--- config.mk ---
export PLATFORM = sky130hd
export DESIGN_NAME = pipeline_ctrl
export DESIGN_NICKNAME = d
export VERILOG_FILES = /design/src/rtl/cpu_pkg.sv /design/src/rtl/pipeline_ctrl_sat_counter.sv /design/src/rtl/pipeline_ctrl.sv
export SDC_FILE = /design/constraint.sdc
export NUM_CORES = 1
export LEC_CHECK = 0
export ABC_AREA = 0
export BUFFER_PORTS_ARGS = -buffer_cell sky130_fd_sc_hd__buf_4
export CAP_MARGIN = 20
export CELL_PAD_IN_SITES_DETAIL_PLACEMENT = 1
export CELL_PAD_IN_SITES_GLOBAL_PLACEMENT = 1
export CORE_MARGIN = 4
export CORE_UTILIZATION = 40
export CTS_BUF_LIST = sky130_fd_sc_hd__clkbuf_4 sky130_fd_sc_hd__clkbuf_8
export CTS_CLUSTER_DIAMETER = 100
export CTS_CLUSTER_SIZE = 16
export DETAILED_ROUTE_END_ITERATION = 8
export PLACE_DENSITY_LB_ADDON = 0.1
export SLEW_MARGIN = 20
export SYNTH_ARGS = -nofsm -noshare
export SYNTH_HDL_FRONTEND = slang
export SYNTH_SLANG_ARGS = --single-unit
export TNS_END_PERCENT = 30
--- constraint.sdc ---
create_clock -name clk_i -period 2.6 [get_ports clk_i]
set_input_delay 0.13 -clock clk_i [delete_from_list [all_inputs] [get_ports clk_i]]
set_output_delay 0.13 -clock clk_i [all_outputs]
set_load 0.1 [all_outputs]
--- src/rtl/cpu_pkg.sv ---
// Shared definitions for the pipeline control block.
//   pipe_state_t    : sequencer state (RUN, MD_BUSY)
//   MUL_CYCLES_DEF  : default EX occupancy of a multiply
//   DIV_CYCLES_DEF  : default EX occupancy of a divide
//   md_cnt_width()  : width of the mul/div latency counter for a given pair of latencies
package cpu_pkg;

  typedef enum logic [0:0] {
    RUN     = 1'b0,
    MD_BUSY = 1'b1
  } pipe_state_t;

  localparam int MUL_CYCLES_DEF = 3;
  localparam int DIV_CYCLES_DEF = 34;

  // The counter is loaded with (latency - 1), so ceil(log2(latency)) bits hold
  // it; the larger latency sets the width and a 1-cycle latency still needs 1 bit.
  function automatic int md_cnt_width(input int mul_cycles, input int div_cycles);
    int m;
    m = (mul_cycles > div_cycles) ? mul_cycles : div_cycles;
    return (m < 2) ? 1 : $clog2(m);
  endfunction

endpackage

--- src/rtl/pipeline_ctrl_sat_counter.sv ---
// Saturating up-counter used for the pipeline performance counters.
//   clk_i : clock
//   rst_i : synchronous active-high reset, clears the count
//   inc_i : count this cycle
//   cnt_o : current count; sticks at all-ones instead of wrapping
module sat_counter #(
  parameter int W = 32
) (
  input  logic         clk_i,
  input  logic         rst_i,
  input  logic         inc_i,
  output logic [W-1:0] cnt_o
);

  function automatic logic [W-1:0] sat_inc(input logic [W-1:0] v);
    return (&v) ? v : v + W'(1);
  endfunction

  always_ff @(posedge clk_i) begin
    if (rst_i) begin
      cnt_o <= '0;
    end else if (inc_i) begin
      cnt_o <= sat_inc(cnt_o);
    end
  end

endmodule

--- src/rtl/pipeline_ctrl.sv ---
// Central stall/flush sequencer for the 5-stage pipeline.
// Merges data-memory wait, mul/div occupancy of EX, taken-branch redirect and
// load-use hazards into per-stage register enables and flushes.
//   clk_i, rst_i                      : clock, synchronous active-high reset
//   id_rs1_i/id_rs2_i, *_used_i       : sources read by the ID instruction
//   ex_rd_i, ex_mem_read_i            : destination / load flag of the EX instruction
//   ex_md_valid_i, ex_md_is_div_i     : EX holds a mul/div (and which one)
//   branch_taken_i                    : EX resolved a taken branch/jump
//   mem_req_i, mem_ack_i              : MEM access outstanding / completing
//   pc_en_o .. mem_wb_en_o            : stage register enables
//   if_id_flush_o, id_ex_flush_o      : load a NOP into IF/ID, ID/EX
//   ex_mem_bubble_o                   : load a NOP into EX/MEM
//   md_start_o                        : one-cycle start pulse to the mul/div unit
//   stall_cycles_o, flush_count_o     : saturating performance counters
module pipeline_ctrl
  import cpu_pkg::*;
#(
  parameter int MUL_CYCLES = MUL_CYCLES_DEF,
  parameter int DIV_CYCLES = DIV_CYCLES_DEF,
  parameter int CNT_W      = 32
) (
  input  logic             clk_i,
  input  logic             rst_i,
  input  logic [4:0]       id_rs1_i,
  input  logic [4:0]       id_rs2_i,
  input  logic             id_rs1_used_i,
  input  logic             id_rs2_used_i,
  input  logic [4:0]       ex_rd_i,
  input  logic             ex_mem_read_i,
  input  logic             ex_md_valid_i,
  input  logic             ex_md_is_div_i,
  input  logic             branch_taken_i,
  input  logic             mem_req_i,
  input  logic             mem_ack_i,
  output logic             pc_en_o,
  output logic             if_id_en_o,
  output logic             id_ex_en_o,
  output logic             ex_mem_en_o,
  output logic             mem_wb_en_o,
  output logic             if_id_flush_o,
  output logic             id_ex_flush_o,
  output logic             ex_mem_bubble_o,
  output logic             md_start_o,
  output logic [CNT_W-1:0] stall_cycles_o,
  output logic [CNT_W-1:0] flush_count_o
);

  localparam int MD_W = md_cnt_width(MUL_CYCLES, DIV_CYCLES);
  localparam logic [MD_W-1:0] MUL_LOAD = MD_W'(MUL_CYCLES - 1);
  localparam logic [MD_W-1:0] DIV_LOAD = MD_W'(DIV_CYCLES - 1);

  pipe_state_t     state_q, state_d;
  logic [MD_W-1:0] md_cnt_q, md_cnt_d;
  logic            freeze;
  logic            load_use;
  logic            flush_inc;
  logic            stall_inc;

  assign freeze = mem_req_i & ~mem_ack_i;

  // x0 is never written, so a load targeting it cannot create a hazard.
  assign load_use = ex_mem_read_i & (ex_rd_i != 5'd0) &
                    ((id_rs1_used_i & (ex_rd_i == id_rs1_i)) |
                     (id_rs2_used_i & (ex_rd_i == id_rs2_i)));

  always_ff @(posedge clk_i) begin
    if (rst_i) begin
      state_q  <= RUN;
      md_cnt_q <= '0;
    end else begin
      state_q  <= state_d;
      md_cnt_q <= md_cnt_d;
    end
  end

  always_comb begin
    state_d         = state_q;
    md_cnt_d        = md_cnt_q;
    pc_en_o         = 1'b1;
    if_id_en_o      = 1'b1;
    id_ex_en_o      = 1'b1;
    ex_mem_en_o     = 1'b1;
    mem_wb_en_o     = 1'b1;
    if_id_flush_o   = 1'b0;
    id_ex_flush_o   = 1'b0;
    ex_mem_bubble_o = 1'b0;
    md_start_o      = 1'b0;
    flush_inc       = 1'b0;

    if (rst_i) begin
      // Free-flowing pipe with no flushes while in reset; state clears on the edge.
    end else if (freeze) begin
      // Whole pipe holds, including the mul/div countdown.
      pc_en_o     = 1'b0;
      if_id_en_o  = 1'b0;
      id_ex_en_o  = 1'b0;
      ex_mem_en_o = 1'b0;
      mem_wb_en_o = 1'b0;
    end else if (state_q == MD_BUSY) begin
      if (md_cnt_q != '0) begin
        pc_en_o         = 1'b0;
        if_id_en_o      = 1'b0;
        id_ex_en_o      = 1'b0;
        ex_mem_bubble_o = 1'b1;
        md_cnt_d        = md_cnt_q - MD_W'(1);
      end else begin
        // Result is ready: everything advances and EX/MEM captures it.
        state_d = RUN;
      end
    end else if (branch_taken_i) begin
      // Branch outranks a simultaneous mul/div flag, so no start pulse here.
      if_id_flush_o = 1'b1;
      id_ex_flush_o = 1'b1;
      flush_inc     = 1'b1;
    end else if (ex_md_valid_i) begin
      md_start_o      = 1'b1;
      pc_en_o         = 1'b0;
      if_id_en_o      = 1'b0;
      id_ex_en_o      = 1'b0;
      ex_mem_bubble_o = 1'b1;
      md_cnt_d        = ex_md_is_div_i ? DIV_LOAD : MUL_LOAD;
      state_d         = MD_BUSY;
    end else if (load_use) begin
      // Hold IF/ID, push a bubble into EX; the load moves on to MEM.
      pc_en_o       = 1'b0;
      if_id_en_o    = 1'b0;
      id_ex_flush_o = 1'b1;
    end
  end

  assign stall_inc = ~pc_en_o;

  sat_counter #(.W(CNT_W)) u_stall_cnt (
    .clk_i (clk_i),
    .rst_i (rst_i),
    .inc_i (stall_inc),
    .cnt_o (stall_cycles_o)
  );

  sat_counter #(.W(CNT_W)) u_flush_cnt (
    .clk_i (clk_i),
    .rst_i (rst_i),
    .inc_i (flush_inc),
    .cnt_o (flush_count_o)
  );

endmodule

* Yosys cells after proc, flatten, opt, wreduce, memory -nomap -nowiden
Cells that the tools add are included.
** Storage, ports and cells
- Register bits after elaboration :: 71
- Logic and storage cells :: 68
** Cells by class
- Add/subtract/negate cells :: 3
- Equality and inequality tests :: 4
- Mux-type cells :: 38
- Bitwise logic cells :: 11
- Reduce and logical (&&, ||, !) cells :: 8
** Operators with widths (number)
- $add A32 B1 Y32 const B :: 2
- $reduce_and A32 Y1 :: 2
- $mux W1 :: 33
- $mux W6 :: 5
- $eq A5 B5 Y1 :: 2
- $reduce_bool A6 Y1 :: 1
- $sub A6 B1 Y6 const B :: 1
- $and A1 B1 Y1 :: 5
- $not A1 Y1 :: 5
- $reduce_bool A5 Y1 :: 1
- $ne A2 B1 Y1 const B :: 2
- $reduce_and A2 Y1 :: 2
- $reduce_and A4 Y1 :: 1
- $reduce_bool A2 Y1 :: 1
- $or A1 B1 Y1 :: 1

* Logic depth before layout (Yosys ltp)
- Depth in word-level cells :: 12
- Depth in mapped cells :: 11
- Mapped depth without buffers :: 9

* By module
A second synthesis with hierarchy kept.
** Second synthesis, totals
- Cells, all modules :: 468
- Area, all modules :: 4076.4 µm²
** By module, submodules not included
- sat_counter (u_flush_cnt) :: instances 1, cells an instance 191, area an instance 1721.7 µm², seq. area each 640.6 µm²
- sat_counter (u_stall_cnt) :: instances 1, cells an instance 196, area an instance 1665.3 µm², seq. area each 640.6 µm²
- pipeline_ctrl :: instances 1, cells an instance 81, area an instance 689.4 µm², seq. area each 140.1 µm²

* Least setup slack after synthesis
OpenSTA, ideal clock, no wires.
- Path type :: input to output
- Start :: input ex_rd_i[1]
- End :: output id_ex_flush_o
- Arrival :: 3.517 ns
- Data required time :: 2.470 ns
- Path slack :: -1.047 ns
- Cell stages on the path :: 5
- Path buffers :: 0
- Cells stage by stage :: xnor2_1 > nand4_1 > o22ai_1 > a31oi_1 > nor4_1
** On the way
- Longest elaborated chain between the ends :: 10
- Elaborated cells on any way between the ends :: 14
- Those cells by class :: 2 x eq/ne; 6 x mux; 5 x bitwise; 1 x reduce/logical
** Ends and longest elaborated chain
- from (decl) :: line pipeline_ctrl.sv:28 : input logic [4:0] ex_rd_i,
- $eq A5 B5 Y1, on equally long branches :: line pipeline_ctrl.sv:63, pipeline_ctrl.sv:64
- $and A1 B1 Y1, on equally long branches :: line pipeline_ctrl.sv:63, pipeline_ctrl.sv:64
- $or A1 B1 Y1 :: line pipeline_ctrl.sv:63 : ((id_rs1_used_i & (ex_rd_i == id_rs1_i)) |
- $and A1 B1 Y1 * :: line pipeline_ctrl.sv:62 : assign load_use = ex_mem_read_i & (ex_rd_i != 5'd0) &
- $mux W1 * :: line pipeline_ctrl.sv:123 : end else if (load_use) begin
- $mux W1 * :: line pipeline_ctrl.sv:115 : end else if (ex_md_valid_i) begin
- $mux W1 * :: line pipeline_ctrl.sv:110 : end else if (branch_taken_i) begin
- $mux W1 * :: line pipeline_ctrl.sv:99 : end else if (state_q == MD_BUSY) begin
- $mux W1 * :: line pipeline_ctrl.sv:92 : end else if (freeze) begin
- $mux W1 * :: line pipeline_ctrl.sv:90 : if (rst_i) begin
- to (decl) :: line pipeline_ctrl.sv:41 : output logic id_ex_flush_o,
Every way passes the cells marked *; elsewhere a longest branch is shown, timed or not.

* Worst setup path after layout
- Start :: register md_cnt_q[0]
- End :: output pc_en_o
** On the way
- Longest elaborated chain between the ends :: 5
** Ends and longest elaborated chain
- from (decl) :: line pipeline_ctrl.sv:53 : logic [MD_W-1:0] md_cnt_q, md_cnt_d;
- from (signal assigned) :: line pipeline_ctrl.sv:72 : md_cnt_q <= md_cnt_d;
- $reduce_bool A6 Y1 :: line pipeline_ctrl.sv:100 : if (md_cnt_q != '0) begin
- $mux W1 :: line pipeline_ctrl.sv:100
- $mux W1 :: line pipeline_ctrl.sv:99
- $mux W1 :: line pipeline_ctrl.sv:92
- $mux W1 :: line pipeline_ctrl.sv:90
- to (decl) :: line pipeline_ctrl.sv:35 : output logic pc_en_o,
Every way passes these cells.

==> metrics.yaml <==
run_status:
  outcome: "finished, final reports clean"
hold_path:
  hold_path_class: "in2reg"
  holdPathStages: 4
layout:
  fillCellCount: 1078
  final_util: 0.546
  regArea_um2: 1450
  design_area_um2: 4860
  fin_cells: 653
  multiInputGateArea_um2: 2190
  layout-drive-gt1-share: 0.316
  synthToLayoutAreaGrowth_pct: 30.7
  n_antenna_cell: 0
  fin_nets: 568
route:
  firstDrtPassIters: 4
  post-route-drc-count: 0
  avgRoutedWirePerCell_um: 15.9
  viasPerCell: 5.29
  wirelength_mm: 10.4
  drtIter0Drc: 108
  vias: 3455
  ant_nets: 0
logic_synthesis:
  ys_seq_elements: 71
  yosysWarningCount: 0
  synth_area_um2: 3720
  synth_top_cell_by_area: "dfxtp_1"
  synth-edff-count: 0
  async_reset_ff_frac: 0
  ys.flop_type: "dfxtp_1"
  yosys.cell_count.top_type: "nor2_1"
  synth_area_leaders: "dfxtp_1 38%, xnor2_1 11%, nor2_1 7.6%"
  syn_nets: 467
  synth.distinct_cells: 55
  synth_top_area_share: 0.382
  synthTopCellsByCount: "75 x nor2_1, 71 x dfxtp_1, 46 x xnor2_1"
  ys_seq_area_frac: 0.382
  synth.avg_cell_area_um2: 8.47
  syn_inst: 439
sta:
  fmax_ghz: 0.401
  min_period_ns: 2.49
  worst_slew_pin_slew_ns: 0.836
  finalCritPeriodShare: 0.959
  layout_setup_ws_ns: 0.106
  hold_violations: 0
  skew_ns: 0.0114
  finalMaxSlewViolations: 0
  relSlewSlack: 0.442
  finalSetupViolations: 0
clocking:
  cts_hold_buf: 0
  cts_buffer_depth: 2
  cts_tree: "done"
  h-tree-depth: 3
  cts_sinks: 71
  cts_made_buffers: 9
  clk_pin_slew_ns: 0.08
  worstSkewPairLatency_ns: 0.34
  clockRootBuffer: "clkbuf_8"
placement:
  io_buffers: 97
  dp_hpwl_mm: 7.97
  dp.cells: 634
  dpl_worst_slack_ns: 0.212
  placed_area_um2: 4600
  gp_congestion: 0.792
worst_setup_path:
  critPathMaxStageDelay_ns: 0.32
  cp_top_family: "compound AO/OA/AOI/OAI gates"
  path_buf_inv: 3
  path_cells: "inv_1, ha_1, nand2b_1, o41ai_4, a31oi_4, a31oi_4, buf_4, buf_4"
  critPathArrivalTime_ns: 2.36
  critPathMaxFanout: 13
  path_class: "reg2out"
  endpoint_kind: "output pin"
  critPathSlowestCell: "dfxtp_1"
  worst-path-stages: 8
  reg2reg_depth: 10
  critPathLaunchType: "flop"
  critPathRequiredTime_ns: 2.47
die:
  num_io_pins: 98
  die_h_um: 104
  core_area_um2: 8890
  start_util: 0.418
  num_rows: 34
  die_w_um: 104
  die_area_um2: 10900
grt:
  grt_pass1_wl_mm: 18.1
  antenna_found_initial: 0
  grt_pass1_vias: 3561
  use_met3: 0.0428
  grt_overflow: 0
  gr-usage-met2: 0.342
  grt.total_usage: 0.198
  grt_max_degree: 46
  grtUsageMet1: 0.251
  grt.busiest_layer: "met2"
power:
  power.density_nw_per_um2: 500
  ir_drop_mv: 0.249
  p_leak_uw: 0.00181
  p_total_uw: 2430
flow_run:
  cap_violations: 0
==> registers in the layout (all words and copies together) (netlist names) <==
register           cells
md_cnt_q               6
state_q                1
u_flush_cnt.cnt_o     32
u_stall_cnt.cnt_o     32
==> metrics by stage <==
step | hold WS [ns] | setup TNS (ns)
6_report | 0.249 | 0
5_1_grt | 0.292 | -0.0518
4_1_cts | 0.233 | 0
3_5_place_dp | 0.488 | 0
3_3_place_gp | 0.468 | 0
2_1_floorplan | 0.373 | -1.20
==> cells in the final DEF, fill, tap and decap left out, types with 2 or more instances in the layout <==
cell	Yosys	layout
a21oi_1	12	12
a31oi_4	1	2
and2_1	2	2
and3_1	8	8
and4_1	5	5
buf_4	4	110
bufinv_16	0	2
clkbuf_8	0	9
clkinvlp_4	0	3
dfxtp_1	71	52
dfxtp_2	0	19
ha_1	3	3
inv_1	9	9
mux2i_1	2	2
nand2_1	38	38
nand2b_1	4	4
nand3_1	20	20
nand4_1	24	24
nor2_1	75	75
nor2b_1	3	3
nor3_1	22	20
nor3_2	7	8
nor4_2	2	3
nor4b_2	3	3
o21ai_0	5	5
o21ai_1	2	2
or3_1	6	6
or4_1	2	2
xnor2_1	46	46
xor2_1	20	20
==> worst register-to-register path: cells and delay by family (launching register included) <==
kind / cells / cell delay (ns)
fa+ha+maj: 1 / 0.22
compound gates: 4 / 0.53
simple gates: 3 / 0.85
flops: 1 / 0.34
buf+inv: 2 / 0.30
==> report_power, final <==
group	leakage, uW	internal [uW]	switching, uW	total, uW
Combinational	0.00113	105	218	324
Clock	0.000102	542	444	986
Sequential	0.000582	1100	16.8	1120
==> routing by layer <==
metal	wire, um	share of wire	up-vias
li1	-	-	1705
met1	4680	0.45	1679
met2	5270	0.51	64
met3	356	0.034	7
met4	82	0.0079	0
met5	0	0	-
==> timing repair <==
action	4_1_cts	5_1_grt
pin swaps	0	0
setup endpoints to repair	1	1
gates resized for setup	1	0
buffers inserted	0	3
==> cell type report <==
type,instances,share of cell area
tap,108,0.0278
inverter,10,0.00773
clock buffer,9,0.0255
sequential,71,0.297
multi-input combinational,338,0.452
clock inverter,7,0.0198
timing repair buffer,110,0.170
==> path summary, 6_finish.rpt <==
check	startpoint	endpoint	slack (ns)
min reg2reg	u_stall_cnt.cnt_o[26]	u_stall_cnt.cnt_o[26]	0.50
max	md_cnt_q[0]	pc_en_o	0.11
min	ex_md_is_div_i	md_cnt_q[0]	0.25
max reg2reg	md_cnt_q[0]	u_stall_cnt.cnt_o[26]	0.29
==> cell families (layout without fill, tap and decap cells) <==
group                    count (synthesis)  in the layout  synth area share
adder cells (fa/ha/maj)                  3              3            0.0101
multiplexers                             4              4            0.0114
XOR/XNOR                                66             66             0.156
buffers and inverters                   30            136            0.0387
flip-flops                              71             71             0.382
AND/OR/NAND/NOR                        232            232             0.336
AO/OA/AOI/OAI                           33             33            0.0663
Power figures use the tool's default switching activity.
